<file path="src/rtl/packet_decoder.sv">
// packet_decoder: UART frame decoder; finds HEADER, collects DATA_BIT-wide
// output/freq patterns plus a control byte (LSB byte first), validates them and
// publishes held fields with a one-hot channel load strobe. Optional macro
// CHECKSUM_EN adds a trailing XOR checksum byte (S_CHK state).
// Ports: clk, rst_n (async, active-low); i_data/i_rx_done_tick byte input;
// o_output_pattern, o_freq_pattern, o_sel_out, o_start, o_stop, o_mode held fields;
// o_chan_load/o_done_tick good-frame pulses; o_err_tick/o_err_code error report
// (01 timeout, 10 checksum, 11 bad channel); o_busy high outside S_IDLE.
module packet_decoder #(
  parameter int DATA_BIT = 32,
  parameter int CHANNEL_NUM = 4,
  parameter logic [7:0] HEADER = 8'hA5,
  parameter int TIMEOUT_CYC = 50000
) (
  input  logic                   clk,
  input  logic                   rst_n,
  input  logic [7:0]             i_data,
  input  logic                   i_rx_done_tick,
  output logic [DATA_BIT-1:0]    o_output_pattern,
  output logic [DATA_BIT-1:0]    o_freq_pattern,
  output logic [3:0]             o_sel_out,
  output logic                   o_start,
  output logic                   o_stop,
  output logic                   o_mode,
  output logic [CHANNEL_NUM-1:0] o_chan_load,
  output logic                   o_done_tick,
  output logic                   o_err_tick,
  output logic [1:0]             o_err_code,
  output logic                   o_busy
);
  localparam int PAY_NUM = 2*DATA_BIT/8 + 1;
  localparam int BW = PAY_NUM*8;
  localparam int CW = $clog2(PAY_NUM+1);
  localparam int TW = $clog2(TIMEOUT_CYC+1);
  typedef enum logic [1:0] {
    S_IDLE,
    S_DATA
`ifdef CHECKSUM_EN
    , S_CHK
`endif
  } state_t;
  state_t state;
  logic [BW-1:0] buffer, nxt, fr;
  logic [CW-1:0] cnt;
  logic [TW-1:0] tcnt;
  logic last, fin, sum_ok, sel_ok;
  assign nxt = {i_data, buffer[BW-1:8]};
  assign last = state == S_DATA && cnt == CW'(PAY_NUM-1);
`ifdef CHECKSUM_EN
  logic [7:0] xacc;
  // the last payload byte is already in the buffer when the checksum byte arrives
  assign fr = buffer;
  assign sum_ok = i_data == xacc;
  assign fin = i_rx_done_tick && state == S_CHK;
`else
  // no checksum byte: validate the frame as the last payload byte is shifted in
  assign fr = nxt;
  assign sum_ok = 1'b1;
  assign fin = i_rx_done_tick && last;
`endif
  assign sel_ok = {1'b0, fr[BW-1 -: 4]} < 5'(CHANNEL_NUM);
  assign o_busy = state != S_IDLE;
  always_ff @(posedge clk or negedge rst_n) begin
    if (!rst_n) begin
      state <= S_IDLE;
      buffer <= '0;
      cnt <= '0;
      tcnt <= '0;
`ifdef CHECKSUM_EN
      xacc <= '0;
`endif
      o_output_pattern <= '0;
      o_freq_pattern <= '0;
      o_sel_out <= '0;
      o_start <= 1'b0;
      o_stop <= 1'b0;
      o_mode <= 1'b0;
      o_chan_load <= '0;
      o_done_tick <= 1'b0;
      o_err_tick <= 1'b0;
      o_err_code <= '0;
    end else begin
      o_done_tick <= 1'b0;
      o_err_tick <= 1'b0;
      o_chan_load <= '0;
      if (state == S_IDLE) begin
        if (i_rx_done_tick && i_data == HEADER) begin
          state <= S_DATA;
          cnt <= '0;
          tcnt <= '0;
`ifdef CHECKSUM_EN
          xacc <= '0;
`endif
        end
      end else if (i_rx_done_tick) begin
        tcnt <= '0;
        if (state == S_DATA) begin
          buffer <= nxt;
          cnt <= cnt + 1'b1;
`ifdef CHECKSUM_EN
          xacc <= xacc ^ i_data;
          if (last) state <= S_CHK;
`endif
        end
        if (fin) begin
          state <= S_IDLE;
          if (!sum_ok || !sel_ok) begin
            o_err_tick <= 1'b1;
            o_err_code <= sum_ok ? 2'b11 : 2'b10;
          end else begin
            o_done_tick <= 1'b1;
            o_output_pattern <= fr[DATA_BIT-1:0];
            o_freq_pattern <= fr[2*DATA_BIT-1:DATA_BIT];
            o_start <= fr[BW-8];
            o_stop <= fr[BW-7];
            o_mode <= fr[BW-6];
            o_sel_out <= fr[BW-1 -: 4];
            o_chan_load <= CHANNEL_NUM'(1) << fr[BW-1 -: 4];
          end
        end
      end else begin
        // incrementing past the limit cannot wrap: the frame is dropped at the limit
        tcnt <= tcnt + 1'b1;
        if (tcnt == TW'(TIMEOUT_CYC-1)) begin
          state <= S_IDLE;
          o_err_tick <= 1'b1;
          o_err_code <= 2'b01;
        end
      end
    end
  end
endmodule

</file>
<file path="config.mk">
export PLATFORM = sky130hd
export DESIGN_NAME = packet_decoder
export DESIGN_NICKNAME = d
export VERILOG_FILES = /design/src/rtl/packet_decoder.sv
export SDC_FILE = /design/constraint.sdc
export NUM_CORES = 1
export LEC_CHECK = 0
export ABC_AREA = 1
export ABC_CLOCK_PERIOD_IN_PS = 1900
export BUFFER_PORTS_ARGS = -buffer_cell sky130_fd_sc_hd__buf_2
export CORE_UTILIZATION = 45
export CTS_CLUSTER_SIZE = 40
export DETAILED_ROUTE_END_ITERATION = 6
export PLACE_DENSITY = 0.67
export SETUP_SLACK_MARGIN = 0.5
export SLEW_MARGIN = 20
export SYNTH_ARGS = -nofsm -noshare
export SYNTH_HDL_FRONTEND = slang
export SYNTH_SLANG_ARGS = --single-unit
</file>
<file path="constraint.sdc">
create_clock -name clk -period 1.9 [get_ports clk]
set_input_delay 0.095 -clock clk [delete_from_list [all_inputs] [get_ports clk]]
set_output_delay 0.095 -clock clk [all_outputs]
set_load 0.02 [all_outputs]
</file>
* Word level (Yosys, flattened, before mapping)
Index checks and enable logic that the tools add are counted.
** Cells by class
- Equal/unequal tests :: 8
- Shifts and indexed selects :: 1
- Add/subtract/negate cells :: 2
- Reduce and logical (&&, ||, !) cells :: 14
- Muxes and demuxes :: 29
- Magnitude comparators :: 1
- Bitwise logic cells :: 1
** Operator list (count)
- $mux 16 :: 3
- $mux 4 :: 8
- $mux 2 :: 9
- $add 16x1->16 const B :: 1
- $eq 16x16->1 const B :: 1
- $mux 1 :: 9
- $reduce_and 3->1 :: 3
- $eq 8x8->1 const B :: 1
- $reduce_and 4->1 :: 2
- $reduce_bool 2->1 :: 4
- $add 4x1->4 const B :: 1
- $eq 4x4->1 const B :: 1
- $lt 4x3->1 const B :: 1
- $ne 2x1->1 const B :: 2
- $shl 1x4->4 const A :: 1
- $logic_and 1x1->1 :: 3
- $ne 3x1->1 const B :: 1
- $reduce_bool 3->1 :: 1
- $eq 2x1->1 const B :: 1
- $logic_not 2->1 :: 1
- $ne 2x2->1 const B :: 1
- $not 1->1 :: 1
** Word-level totals
- Bits in registers :: 173
- Logic and storage cells :: 70
- Input port bits :: 11
- Output and inout port bits :: 80

* Depth between registers and ports, before layout
- Word-level depth :: 6
- Depth in mapped cells :: 9
- Depth with buffers taken out :: 8

* Worst setup path after synthesis
Ideal clock, no wire load.
- Path kind :: reg-to-reg
- Start :: reg state[0]
- End :: reg o_freq_pattern[11]
- Path buffers :: 3
- Slack :: 0.500 ns
- Setup time :: 0.130 ns
- Period minus slack after synthesis :: 1.400 ns
- Stages on the path, launching flop included :: 9
- Arrival time :: 1.270 ns
- Data required time :: 1.770 ns
- Cells stage by stage :: dfrtp_1 > buf_4 > nand4_2 > inv_2 > nand2_2 > buf_6 > buf_6 > nand2_1 > o21ai_1
** On the way
- Cells in the longest elaborated chain, start to end :: 4
** RTL lines
- start, declared :: line 42 : state_t state;
- start signal, assigned :: line 65 : state <= S_IDLE;
- start signal, assigned :: line 88 : state <= S_DATA;
- start signal, assigned :: line 106 : state <= S_IDLE;
- $eq 2x1->1 :: line 48 : assign last = state == S_DATA && cnt == CW'(PAY_NUM-1);
- $logic_and 1x1->1 :: line 48
- $logic_and 1x1->1 :: line 59 : assign fin = i_rx_done_tick && last;
- $reduce_and 4->1 (no line) *
- end signal, assigned :: line 113 : o_freq_pattern <= fr[2*DATA_BIT-1:DATA_BIT];
- end, declared :: line 20 : output logic [DATA_BIT-1:0] o_freq_pattern,
Mark *: on every way between the ends. The rest lies on a longest branch, timed or not.
A chain may end at the register's enable or synchronous reset.

* Final worst setup path
- Start :: reg cnt[0]
- End :: reg o_freq_pattern[31]
** On the way
- Cells in the longest elaborated chain, start to end :: 4
** RTL lines
- start, declared :: line 44 : logic [CW-1:0] cnt;
- start signal, assigned :: line 99 : cnt <= cnt + 1'b1;
- $eq 4x4->1 :: line 48
- $logic_and 1x1->1 :: line 48
- $logic_and 1x1->1 :: line 59
- $reduce_and 4->1 (no line)
Every way passes these cells.

==> metrics.md <==
| Metric | Value |
|---|---|
| Post-route non-filler standard cell count | `1,027` |
| Syn nets | `724` |
| Leakage | `4.21 nW` |
| Setup violators final | `0` |
| CTS root buf | `clkbuf_16` |
| Die W | `123 µm` |
| All-Layer GR Usage | `0.234` |
| CP Data Arrival Time | `1860 ps` |
| YS warnings | `0` |
| WL final | `17,000 µm` |
| Largest net degree at the start of global routing | `81` |
| Antenna-violating nets left | `0` |
| First-pass GRT wire length | `26,400 µm` |
| Io pins | `91` |
| Worst Skew | `10.4 ps` |
| Core area | `0.0140 mm²` |
| Crit path capture type | `flop` |
| Placer Congestion | `0.900` |
| Detailed placer's ending HPWL | `9440 µm` |
| CP Data Required Time | `2230 ps` |
| Fmax | `0.653 GHz` |
| Distinct cell type count of the synthesized netlist | `32` |
| Setup TNS | `0 ps` |
| Met2 Wirelength | `8470 µm` |
| Layout area overhead | `30.5%` |
| CTS tree | `built` |
| Largest fanout on the critical path | `19` |
| Critical Path Max Stage Delay | `390 ps` |
| Fin. Hold Viols | `0` |
| Nets | `848` |
| DRT Pass-1 Iters | `7` |
| Synth Instances | `710` |
| Setup WS post-layout | `368 ps` |
| Routed vias | `5,335` |
| Initial antenna violation count | `0` |
| R2R depth | `7` |
| Per-cell routed wire length | `16.5 µm` |
| Initial Utilization | `0.468` |
| Vert. Die Dim | `123 µm` |
| DIE AREA | `0.0151 mm²` |
| Via-per-instance ratio | `5.19` |
| Part of the cycle the worst path needs | `0.806` |
| Clock Pin Slew Worst Setup and Hold Paths | `70 ps` |
| Ys flop type | `dfrtp_1` |
| Final core occ | `0.611` |
| Clock Latency Late Sink | `430 ps` |
| CP max stage cell | `dfrtp_1` |
| Clk buf depth | `2` |
| WL met3 | `808 µm` |
| Starting DRT DRC Count | `388` |
| Ys async rst share | `1.00` |
| Metal-1 WL | `7300 µm` |
| Hold Path Class | `primary input to flop` |
| CP cell instances | `inv_2 > ha_4 > nand4_4 > clkinv_4 > nand2_4 > buf_16 > o21ai_0` |
| Tightest Pin Transition | `609 ps` |
| Max_slew headroom | `0.593` |
| Fill cells | `1,140` |
| Maximum VDD drop | `0.741 mV` |
| Crit start category | `flop` |
| Sequential share of the synthesized area | `0.624` |
| Crit path time final | `1530 ps` |
| Mapped cell area | `0.00658 mm²` |
| Status | `finished clean` |
| GR Overflow Total | `0` |
| Dpl cells | `960` |
| Highest Signal Layer | `met4` |
| Sink Count | `164` |
| Vias in the first global route | `5,160` |
| Max-Cap Viols | `0` |
| Power per cell area | `966 mW/mm²` |
| RSZ-0062 raised after global routing | `yes` |
| Num CTS Buffers | `17` |
| Num rows | `43` |
| Slew Viols, Final | `0` |
| WS Path Type | `flop to flop` |
| EDFF count, synth | `0` |
| PortBufs | `90` |
| Pre-CTS setup slack | `351 ps` |
| # DRC | `0` |
| Avg Synthesized Cell Area | `9.26 µm²` |
| Fraction of layout cells with a size suffix above 1 | `0.262` |
| CTS H-tree depth | `4` |
| WHS Path Cells | `3` |
| Synth Register Bits | `164` |
| Antenna cells | `0` |
-- worst max-delay path, delay by kind of cell (launching register included) --
family                   cells  cell delay [ps]
adder cells (fa/ha/maj)      1              140
AO/OA/AOI/OAI                1              220
flip-flops                   1              390
buffers and inverters        3              430
AND/OR/NAND/NOR              2              230
-- per-layer routing --
layer / up-vias / track usage
li1: 2522 / -
met1: 2624 / 0.306
met2: 162 / 0.380
met3: 27 / 0.0409
met4: 0 / 0.108
met5: - / 0
-- report_power, final --
part,total [W],internal (W),switching [W],leakage (nW)
Combinational,0.000905,0.000337,0.000568,1.67
Clock,0.00344,0.00210,0.00135,0.295
Sequential,0.00394,0.00376,0.000182,2.24
Total,0.00829,0.00619,0.00210,4.21
-- flip-flops by register name, summed over array words and instances, names as in the netlist, 2 cells and up --
register          count
buffer               64
o_freq_pattern       32
o_output_pattern     32
tcnt                 16
cnt                   4
o_chan_load           4
o_sel_out             4
o_err_code            2
-- logic make-up after synthesis --
family	Yosys count	share of synthesized area
flip-flops	164	0.624
adder cells (fa/ha/maj)	3	0.00571
buffers and inverters	125	0.0820
AND/OR/NAND/NOR	265	0.168
AO/OA/AOI/OAI	153	0.120
-- area by class of cell --
| type | count | area (µm²) | share of cell area |
|---|---|---|---|
| flip-flops and latches | 164 | 4110 | 0.479 |
| multi-input cells | 424 | 2180 | 0.255 |
| inverters | 95 | 369 | 0.0430 |
| repair buffers | 130 | 1080 | 0.126 |
| well taps | 180 | 225 | 0.0262 |
| clock inverters | 9 | 100 | 0.0117 |
| clock buffers | 23 | 498 | 0.0580 |
| repair inverters | 2 | 15.0 | 0.00175 |
-- cell usage after synthesis (2+ instances only) --
cell	count	area [µm²]
clkbuf_1	10	37.5
ha_1	3	37.5
dfrtp_1	164	4100
nand2_2	3	18.8
buf_6	7	78.8
nor2_1	18	67.6
a21oi_1	6	30.0
o21ai_2	3	26.3
inv_2	4	15.0
nand3_1	14	70.1
inv_1	91	342
nor2_2	2	12.5
nor3_1	4	20.0
nand2_1	207	777
o21ai_1	50	250
nand4_1	9	56.3
o21ai_0	88	440
nor3_2	3	30.0
buf_2	11	55.1
-- layout by cell type (no fill, tap or decap), types with 2 or more instances in the layout --
cell type,instances
a21oi_1,6
buf_12,2
buf_16,11
buf_2,89
buf_4,14
buf_6,3
bufinv_16,2
clkbuf_16,20
clkbuf_8,5
clkinv_2,5
clkinvlp_4,6
dfrtp_1,160
dfrtp_2,4
dlygate4sd3_1,8
ha_4,2
inv_1,87
inv_2,5
nand2_1,192
nand2_2,9
nand2_4,9
nand2_8,2
nand3_1,14
nand4_1,9
nor2_1,16
nor2_2,3
nor2_4,2
nor3_1,3
nor3_2,4
o21ai_0,86
o21ai_1,37
o21ai_2,18
-- path summary, 6_finish.rpt --
| kind | slack, ps | endpoint | from |
|---|---|---|---|
| worst max register to register | 370 | o_freq_pattern[31] | cnt[0] |
| max in group asynchronous | 1040 | tcnt[2] | rst_n |
| worst min-delay path | 8 | o_mode | i_data[2] |
| min in group asynchronous | 200 | o_freq_pattern[0] | rst_n |
| worst min register to register | 470 | o_err_code[0] | o_err_code[0] |
| worst max-delay path | 370 | o_freq_pattern[31] | cnt[0] |
-- stage by stage --
step                      hold WS (ps)  total power, W  instance area [µm²]
after global placement            92.6         0.00459                 7210
after CTS                         1.92         0.00818                 8310
after detailed placement           104         0.00463                 7210
after floorplan                   -201         0.00437                 6580
final                             7.66         0.00829                 8580
after global routing              14.4         0.00863                 8580
-- timing repair --
action / 4_1_cts / 5_1_grt
setup endpoints to repair: 80 / 96
buffers inserted: 5 / 5
pin swaps: 2 / 2
hold buffers: 8 / 0
gates cloned: 13 / 4
resized for setup: 34 / 44
endpoints found under the hold margin: 60 / 0
Note: power is estimated with default switching activity, not from simulation.
